File: src/rtl/bist_pkg.sv
// Shared types and helpers for the BIST pattern harness: FSM state encoding,
// the Galois shift step used by both the pattern LFSR and the response MISR,
// and the zero-seed guard.
package bist_pkg;

    typedef enum logic [1:0] {
        IDLE    = 2'd0,
        RUN     = 2'd1,
        COMPARE = 2'd2,
        DONE    = 2'd3
    } state_t;

    // Widest register the Galois helper supports; both buses are zero-extended to it.
    localparam int MAX_W = 64;

    // One Galois step on the low 'width' bits: shift left, and fold the
    // polynomial back in when the bit shifted out was set.
    function automatic logic [MAX_W-1:0] galois_step(input logic [MAX_W-1:0] cur,
                                                     input logic [MAX_W-1:0] poly,
                                                     input int           width);
        logic [MAX_W-1:0] mask;
        logic             msb;
        mask = {MAX_W{1'b1}} >> (MAX_W - width);
        msb  = ((cur >> (width - 1)) & MAX_W'(1)) != '0;
        galois_step = ((cur << 1) & mask) ^ (msb ? (poly & mask) : '0);
    endfunction

    // An all-zero LFSR state is a lock-up state, so a zero seed becomes 1.
    function automatic logic [MAX_W-1:0] seed_guard(input logic [MAX_W-1:0] seed);
        seed_guard = (seed == '0) ? MAX_W'(1) : seed;
    endfunction

endpackage

File: src/rtl/galois_reg.sv
// Galois shift register with synchronous load, step enable and an XOR-in port.
// With xor_in tied to zero it is a pattern LFSR; fed with a response it is a MISR.
module galois_reg
    import bist_pkg::*;
#(
    parameter int               WIDTH   = 8,
    parameter logic [WIDTH-1:0] POLY    = WIDTH'(1),
    parameter logic [WIDTH-1:0] RST_VAL = '0
) (
    input  logic             clk,
    input  logic             rst,
    input  logic             en,
    input  logic             load,
    input  logic [WIDTH-1:0] load_val,
    input  logic [WIDTH-1:0] xor_in,
    output logic [WIDTH-1:0] q
);

    logic [WIDTH-1:0] next;

    // Next value: one Galois step on q, then absorb the XOR-in word.
    assign next = WIDTH'(galois_step(MAX_W'(q), MAX_W'(POLY), WIDTH)) ^ xor_in;

    // State register: load wins over a step; otherwise hold.
    always_ff @(posedge clk or posedge rst) begin
        // NOTE: sequential state uses non-blocking assignments so every flop samples pre-edge values.
        if (rst)
            q <= RST_VAL;
        else if (load)
            q <= load_val;
        else if (en)
            q <= next;
    end

endmodule

File: src/rtl/bist_pattern_harness.sv
// BIST harness for a combinational benchmark: an LFSR drives pat_o, a MISR
// compacts resp_i, and the final signature is compared against golden_i
// under a start/abort/done handshake.
module bist_pattern_harness
    import bist_pkg::*;
#(
    parameter int               IN_W      = 51,
    parameter int               OUT_W     = 35,
    parameter int               NUM_PAT   = 1024,
    parameter int               CNT_W     = 16,
    parameter logic [IN_W-1:0]  LFSR_POLY = IN_W'(9),
    parameter logic [IN_W-1:0]  LFSR_SEED = IN_W'(1),
    parameter logic [OUT_W-1:0] MISR_POLY = OUT_W'(5)
) (
    input  logic             clk,
    input  logic             rst,
    input  logic             start,
    input  logic             abort,
    input  logic [OUT_W-1:0] golden_i,
    input  logic [OUT_W-1:0] resp_i,
    output logic [IN_W-1:0]  pat_o,
    output logic             busy,
    output logic             done,
    output logic             pass,
    output logic [OUT_W-1:0] signature_o,
    output logic [CNT_W-1:0] pat_cnt_o
);

    localparam logic [IN_W-1:0]  SEED = IN_W'(seed_guard(MAX_W'(LFSR_SEED)));
    localparam logic [CNT_W-1:0] LAST = CNT_W'(NUM_PAT - 1);

    state_t state;
    logic   start_ok;
    logic   run_step;

    // A run may begin from IDLE, or from DONE unless abort arrives in the same cycle.
    assign start_ok = start && ((state == IDLE) || ((state == DONE) && !abort));
    // Both registers advance on every RUN cycle that is not being aborted.
    assign run_step = (state == RUN) && !abort;

    galois_reg #(
        .WIDTH   (IN_W),
        .POLY    (LFSR_POLY),
        .RST_VAL (SEED)
    ) u_lfsr (
        .clk      (clk),
        .rst      (rst),
        .en       (run_step),
        .load     (start_ok),
        .load_val (SEED),
        .xor_in   ('0),
        .q        (pat_o)
    );

    galois_reg #(
        .WIDTH   (OUT_W),
        .POLY    (MISR_POLY),
        .RST_VAL ('0)
    ) u_misr (
        .clk      (clk),
        .rst      (rst),
        .en       (run_step),
        .load     (start_ok),
        .load_val ('0),
        .xor_in   (resp_i),
        .q        (signature_o)
    );

    // Control FSM with registered busy/done/pass and the pattern counter.
    always_ff @(posedge clk or posedge rst) begin
        if (rst) begin
            state     <= IDLE;
            busy      <= 1'b0;
            done      <= 1'b0;
            pass      <= 1'b0;
            pat_cnt_o <= '0;
        end else begin
            case (state)
                IDLE: begin
                    if (start) begin
                        state     <= RUN;
                        busy      <= 1'b1;
                        pass      <= 1'b0;
                        pat_cnt_o <= '0;
                    end
                end
                RUN: begin
                    if (abort) begin
                        state <= IDLE;
                        busy  <= 1'b0;
                        done  <= 1'b0;
                        pass  <= 1'b0;
                    end else begin
                        // Saturate so the count cannot wrap when NUM_PAT == 2**CNT_W.
                        if (pat_cnt_o != '1)
                            pat_cnt_o <= pat_cnt_o + 1'b1;
                        if (pat_cnt_o == LAST)
                            state <= COMPARE;
                    end
                end
                COMPARE: begin
                    busy <= 1'b0;
                    if (abort) begin
                        state <= IDLE;
                        done  <= 1'b0;
                        pass  <= 1'b0;
                    end else begin
                        state <= DONE;
                        done  <= 1'b1;
                        pass  <= (signature_o == golden_i);
                    end
                end
                DONE: begin
                    if (abort) begin
                        state <= IDLE;
                        done  <= 1'b0;
                        pass  <= 1'b0;
                    end else if (start) begin
                        state     <= RUN;
                        busy      <= 1'b1;
                        done      <= 1'b0;
                        pass      <= 1'b0;
                        pat_cnt_o <= '0;
                    end
                end
                default: state <= IDLE;
            endcase
        end
    end

endmodule

File: config.mk
export PLATFORM = sky130hd
export DESIGN_NAME = bist_pattern_harness
export DESIGN_NICKNAME = d
export VERILOG_FILES = /design/src/rtl/bist_pkg.sv /design/src/rtl/galois_reg.sv /design/src/rtl/bist_pattern_harness.sv
export SDC_FILE = /design/constraint.sdc
export NUM_CORES = 1
export LEC_CHECK = 0
export BUFFER_PORTS_ARGS = -buffer_cell sky130_fd_sc_hd__buf_2
export CORE_MARGIN = 8
export CORE_UTILIZATION = 58
export DETAILED_ROUTE_END_ITERATION = 10
export PLACE_DENSITY = 0.95
export SYNTH_ARGS = -nofsm -noshare
export SYNTH_HDL_FRONTEND = slang
export SYNTH_HIERARCHICAL = 1
export SYNTH_SLANG_ARGS = --single-unit
File: constraint.sdc
create_clock -name clk -period 4.7 [get_ports clk]
set_clock_uncertainty 0.1 [all_clocks]
set_input_delay 0.47 -clock clk [delete_from_list [all_inputs] [get_ports clk]]
set_output_delay 0.47 -clock clk [all_outputs]
set_load 0.005 [all_outputs]
# Word level (Yosys, flattened, before mapping)
# Cells that the tools add are included.
[word_totals]
word_cells = 64
reg_bits = 107
[op_classes]
mux = 29
reduce_logical = 12
n_addsub = 1
eq_ne = 12
n_bitwise = 3
[op_table]
columns = ["cell", "count"]
rows = [
  ["2-to-1 mux 51 bit", 2],
  ["2-to-1 mux 35 bit", 2],
  ["XOR 35 bit", 2],
  ["2-to-1 mux 16 bit", 4],
  ["XOR 51 bit", 1],
  ["case mux 16 bit (3 select lines)", 1],
  ["equality test 35 bit", 1],
  ["adder 16 x 1 -> 16 bit (second input constant)", 1],
  ["equality test 16 x 10 -> 1 bit (second input constant)", 1],
  ["inequality test 16 bit (second input constant)", 1],
  ["2-to-1 mux 2 bit", 5],
  ["2-to-1 mux 1 bit", 9],
  ["case mux 1 bit (4 select lines)", 2],
  ["case mux 2 bit (4 select lines)", 1],
  ["inequality test 2 bit (second input constant)", 3],
  ["nonzero test 3 bit", 2],
  ["equality test 2 bit (second input constant)", 2],
  ["2-to-1 mux 4 bit", 1],
  ["AND reduction 4 bit", 1],
  ["logical AND 1 bit", 3],
  ["2-to-1 mux 3 bit", 1],
  ["inequality test 3 x 2 -> 1 bit (second input constant)", 1],
  ["inequality test 3 bit (second input constant)", 1],
  ["case mux 1 bit (3 select lines)", 1],
  ["8 further kinds", 8],
]

# Depth between registers and ports, before layout
[depth]
word_depth = 5
ltp_mapped = 9
ltp_nobuf = 7

# By module
# The synthesis kept the hierarchy.
[by_module_without_submodules]
columns = ["mod", "cells_per_inst", "seq_area_each_um2", "n_inst", "area_per_inst_um2"]
rows = [
  ["galois_reg at u_lfsr", 276, 1277.5, 1, 2847.7],
  ["galois_reg at u_misr", 191, 875.8, 1, 1970.6],
  ["bist_pattern_harness", 198, 525.5, 1, 1744.2],
]

# Least setup slack after synthesis
# No wires, ideal clock.
[synth_timing]
path_kind = "register to register"
from = "reg state[0]"
to = "reg pat_cnt_o[13]"
n_path_buf = 0
period_less_slack_ns = 2.002
required_time_ns = 4.522
slack_ns = 2.698
arrival_ns = 1.824
stages_incl_launch_ff = 7
setup_ns = 0.078
path_cell_list = "dfrtp_1 -> inv_1 -> ha_1 -> and2b_2 -> o2111ai_2 -> or4_1 -> a21oi_1"
[synth_between]
elab_chain_cells = 3
word_cells_on_any_way = 9
cone_classes = "5 x eq/ne; 1 x mux; 3 x reduce/logical"
[synth_lines]
columns = ["element", "line_no", "rtl"]
rows = [
  ["from (decl)", "bist_pattern_harness.sv:32", "state_t state;"],
  ["from (signal assigned)", "bist_pattern_harness.sv:72", "state <= IDLE;"],
  ["from (signal assigned)", "bist_pattern_harness.sv:81", "state <= RUN;"],
  ["from (signal assigned)", "bist_pattern_harness.sv:89", "state <= IDLE;"],
  ["equality test 2 x 1 -> 1 bit, or another cell as far along", "bist_pattern_harness.sv:78", "case (state)"],
  ["inequality test 2 x 1 -> 1 bit (no line), or another cell as far along", "n/a", ""],
  ["AND reduction 4 bit (no line)", "n/a", ""],
  ["to (signal assigned)", "bist_pattern_harness.sv:96", "pat_cnt_o <= pat_cnt_o + 1'b1;"],
  ["to (decl)", "bist_pattern_harness.sv:26", "output logic [CNT_W-1:0] pat_cnt_o"],
]
# Several ways; a longest one is shown, not always the timed one.
# A chain may end at the register's enable or synchronous reset.

# Final worst setup path
[layout_timing]
from = "reg state[1]"
to = "reg u_misr.q[30]"
[layout_between]
word_cells_on_any_way = 9
cone_classes = "2 x eq/ne; 1 x mux; 6 x reduce/logical"
[layout_rtl]
columns = ["element", "line_no", "rtl"]
rows = [
  ["equality test 2 x 1 -> 1 bit", "bist_pattern_harness.sv:39", "assign run_step = (state == RUN) && !abort;"],
  ["logical AND 1 bit", "bist_pattern_harness.sv:39", ""],
  ["net run_step", "bist_pattern_harness.sv:34", "logic run_step;"],
  ["nonzero test 2 bit (no line)", "n/a", ""],
  ["to (signal assigned)", "galois_reg.sv:30", "q <= load_val;"],
  ["to (signal assigned)", "galois_reg.sv:32", "q <= next;"],
  ["to (decl)", "galois_reg.sv:16", "output logic [WIDTH-1:0] q"],
]
# The timed path passes the listed nets, and every way through them passes these cells.

==> impl_metrics.ini <==
[global_route]
grt_max_degree = 60
grt_overflow_total = 0
grt_pass1_wl_um = 28500
top_usage_layer = met2
grt_pass1_vias = 6025
grt_usage_pct = 23.8
antenna_found_initial = 0
met1_usage_pct = 27.7
use_met2_pct = 40.6
use_met3_pct = 5.06

[die]
io_pins = 179
die_area_mm2 = 0.0150
die_x_um = 122
coreArea_mm2 = 0.0112
start_util_pct = 58.5
die_y_um = 122
rows = 39

[synth]
synth_edf_count = 0
synth.area.top_cells = dfrtp_1 (40%), xor2_1 (16%), mux2i_1 (13%)
yosysTopAreaCell = dfrtp_1
synth_async_sr_flop_share_pct = 100
syn-cell-area_mm2 = 0.00656
syn_inst = 665
synth_ff_type = dfrtp_1
synth_cell_type_count = 50
yosys_register_bits = 107
synth_top_cells_by_count = xor2_1 (119), dfrtp_1 (106), nand2_1 (97), mux2i_1 (88), o21ai_1 (75)
synth_most_common_cell = xor2_1
syn_area_per_cell_um2 = 9.87
yosysWarnings = 6
ys_seq_area_share_pct = 40.8
synth_top_area_share_pct = 40.4

[sta]
setup_viol = 0
rsz0062_at_grt = false
finalHoldViolCount = 0
timing.final.crit_share_pct = 63.6
min_period_ns = 2.99
clock.fmax_mhz = 334
relSlewSlack_pct = 26.9
maxSlewViolCount = 0
finalSetupTns_ns = 0
worst_pin_slew_ns = 1.09

[route]
vias_per_cell = 5.16
drtPass1Iterations = 6
ant_nets = 0
drcViolationCount = 0
dr.first_iter.drc_count = 408
wl_per_cell_um = 15.7
vias = 5733
wirelength_um = 17500

[clocking]
postCtsSetupRepairBufs = 0
htreeDepth = 3
post_cts_resized = 0
cts_tree = done
cts_buffers = 9
hold_buffers = 0
cts.path.max_buffers = 2
numClockSinks = 107
clk_pin_slew_ns = 0.07
insertion_delay_ns = 0.34
root_buffer = clkbuf_16

[placement]
io_buffers = 178
hpwl_um = 13500
gp_congestion = 0.925
dpl_cell_area_mm2 = 0.00794

[power_and_ir_drop]
power_density_mw_per_mm2 = 595
vdd_drop_max_mv = 0.343
leakage_nw = 4.08
p_total_mw = 4.92

[final_layout]
post-route-cell-area_mm2 = 0.00828
layout-drive-gt1-share_pct = 22.1
diodes = 0
syn_to_final_growth_pct = 26.2
design.final.nets = 1044

[worst_setup_path]
end_kind = flop
reg2reg_depth = 7
endpoint = u_misr/q[30]
startpoint_type = flop
cp_max_fo = 55
path_class = reg -> reg
r2r_end = u_misr/q[30]
required_ns = 4.81
reg2reg_slack_ns = 1.71
r2r_start = state[1]
worst_ep_arrival_time_ns = 3.10
crit_path_start = state[1]

[outcome]
outcome = finished clean

[job]
cap_violations = 0

[worst_hold_path]
hp-class = in -> async
-- logic make-up (layout without fill, tap and decap cells) --
| logic type | count (synthesis) | after routing | share of synthesized area (%) |
|---|---|---|---|
| AOI/OAI and AO/OA | 134 | 134 | 12.0 |
| xor gates and xnor gates | 121 | 121 | 16.1 |
| buffers and inverters | 44 | 213 | 4.88 |
| other | 2 | 137 | 0.114 |
| and+or+nand+nor | 163 | 163 | 11.5 |
| adders and majority gates | 6 | 6 | 1.14 |
| DFF | 107 | 107 | 40.8 |
| muxes | 88 | 88 | 13.4 |
-- flip-flops by register name, summed over array words and instances (netlist names) --
| register | cells |
|---|---|
| pass | 1 |
| busy | 1 |
| done | 1 |
| pat_cnt_o | 16 |
| state | 2 |
| u_misr/q | 35 |
| u_lfsr/q | 51 |
-- critical path, stage by stage (launching register included) --
cell and delay, ns:
dfrtp_1 0.41, inv_1 0.12, ha_1 0.47, nand2b_1 0.27, inv_4 0.69, buf_4 0.43
mux2i_1 0.27, o21ai_1 0.08
-- layout by cell type (no fill, tap or decap), types with 5 or more instances in the layout --
cell / n
a21oi_1: 13
buf_2: 178
buf_4: 7
clkbuf_16: 9
conb_1: 137
dfrtp_1: 106
ha_1: 6
inv_1: 9
mux2i_1: 88
nand2_1: 97
nand3_1: 9
nand4_1: 7
nor2_1: 13
nor4_1: 10
o21ai_0: 13
o21ai_1: 75
o31ai_1: 5
xor2_1: 119
-- per-layer routing --
layer	vias to the layer above	share of wire (%)
li1	2766	-
met1	2678	40
met2	243	49
met3	46	7.4
met4	0	3.5
met5	-	0
-- layout make-up --
| cell class | count | area [um^2] |
|---|---|---|
| Inverter | 11 | 43.8 |
| Clock inverter | 5 | 85.1 |
| Clock buffer | 11 | 253 |
| Sequential cell | 107 | 2680 |
| Tap cell | 143 | 179 |
| Timing Repair Buffer | 186 | 963 |
| Fill cell | 759 | 2940 |
| Multi-Input combinational cell | 649 | 4080 |
-- stage by stage --
step / instances / hold WS [ns] / util, % / setup slack (ns)
floorplan: 800 / 0.347 / - / 2.70
global placement: 1096 / 0.425 / 70.8 / 1.86
detailed placement: 1096 / 0.444 / 70.8 / 1.73
CTS: 1112 / 0.147 / 73.8 / 1.73
global route: 1112 / 0.217 / 73.8 / 1.47
finish: 1112 / 0.141 / 73.8 / 1.71
-- worst min-delay path by stage --
stage	start	end	cells after the start
final	rst	u_misr/q[9]	3
after global routing	rst	u_misr/q[10]	3
after CTS	rst	u_misr/q[7]	3
after detailed placement	done	done	1
after global placement	done	done	1
after floorplan	rst	busy	1
-- report_power, final --
group,switching (mW),internal (mW),total (mW)
sequential,0.507,1.33,1.83
combinational,1.22,1.03,2.25
clock,0.341,0.498,0.840
total,2.07,2.85,4.92
Note: power is estimated with default switching activity, not from simulation.
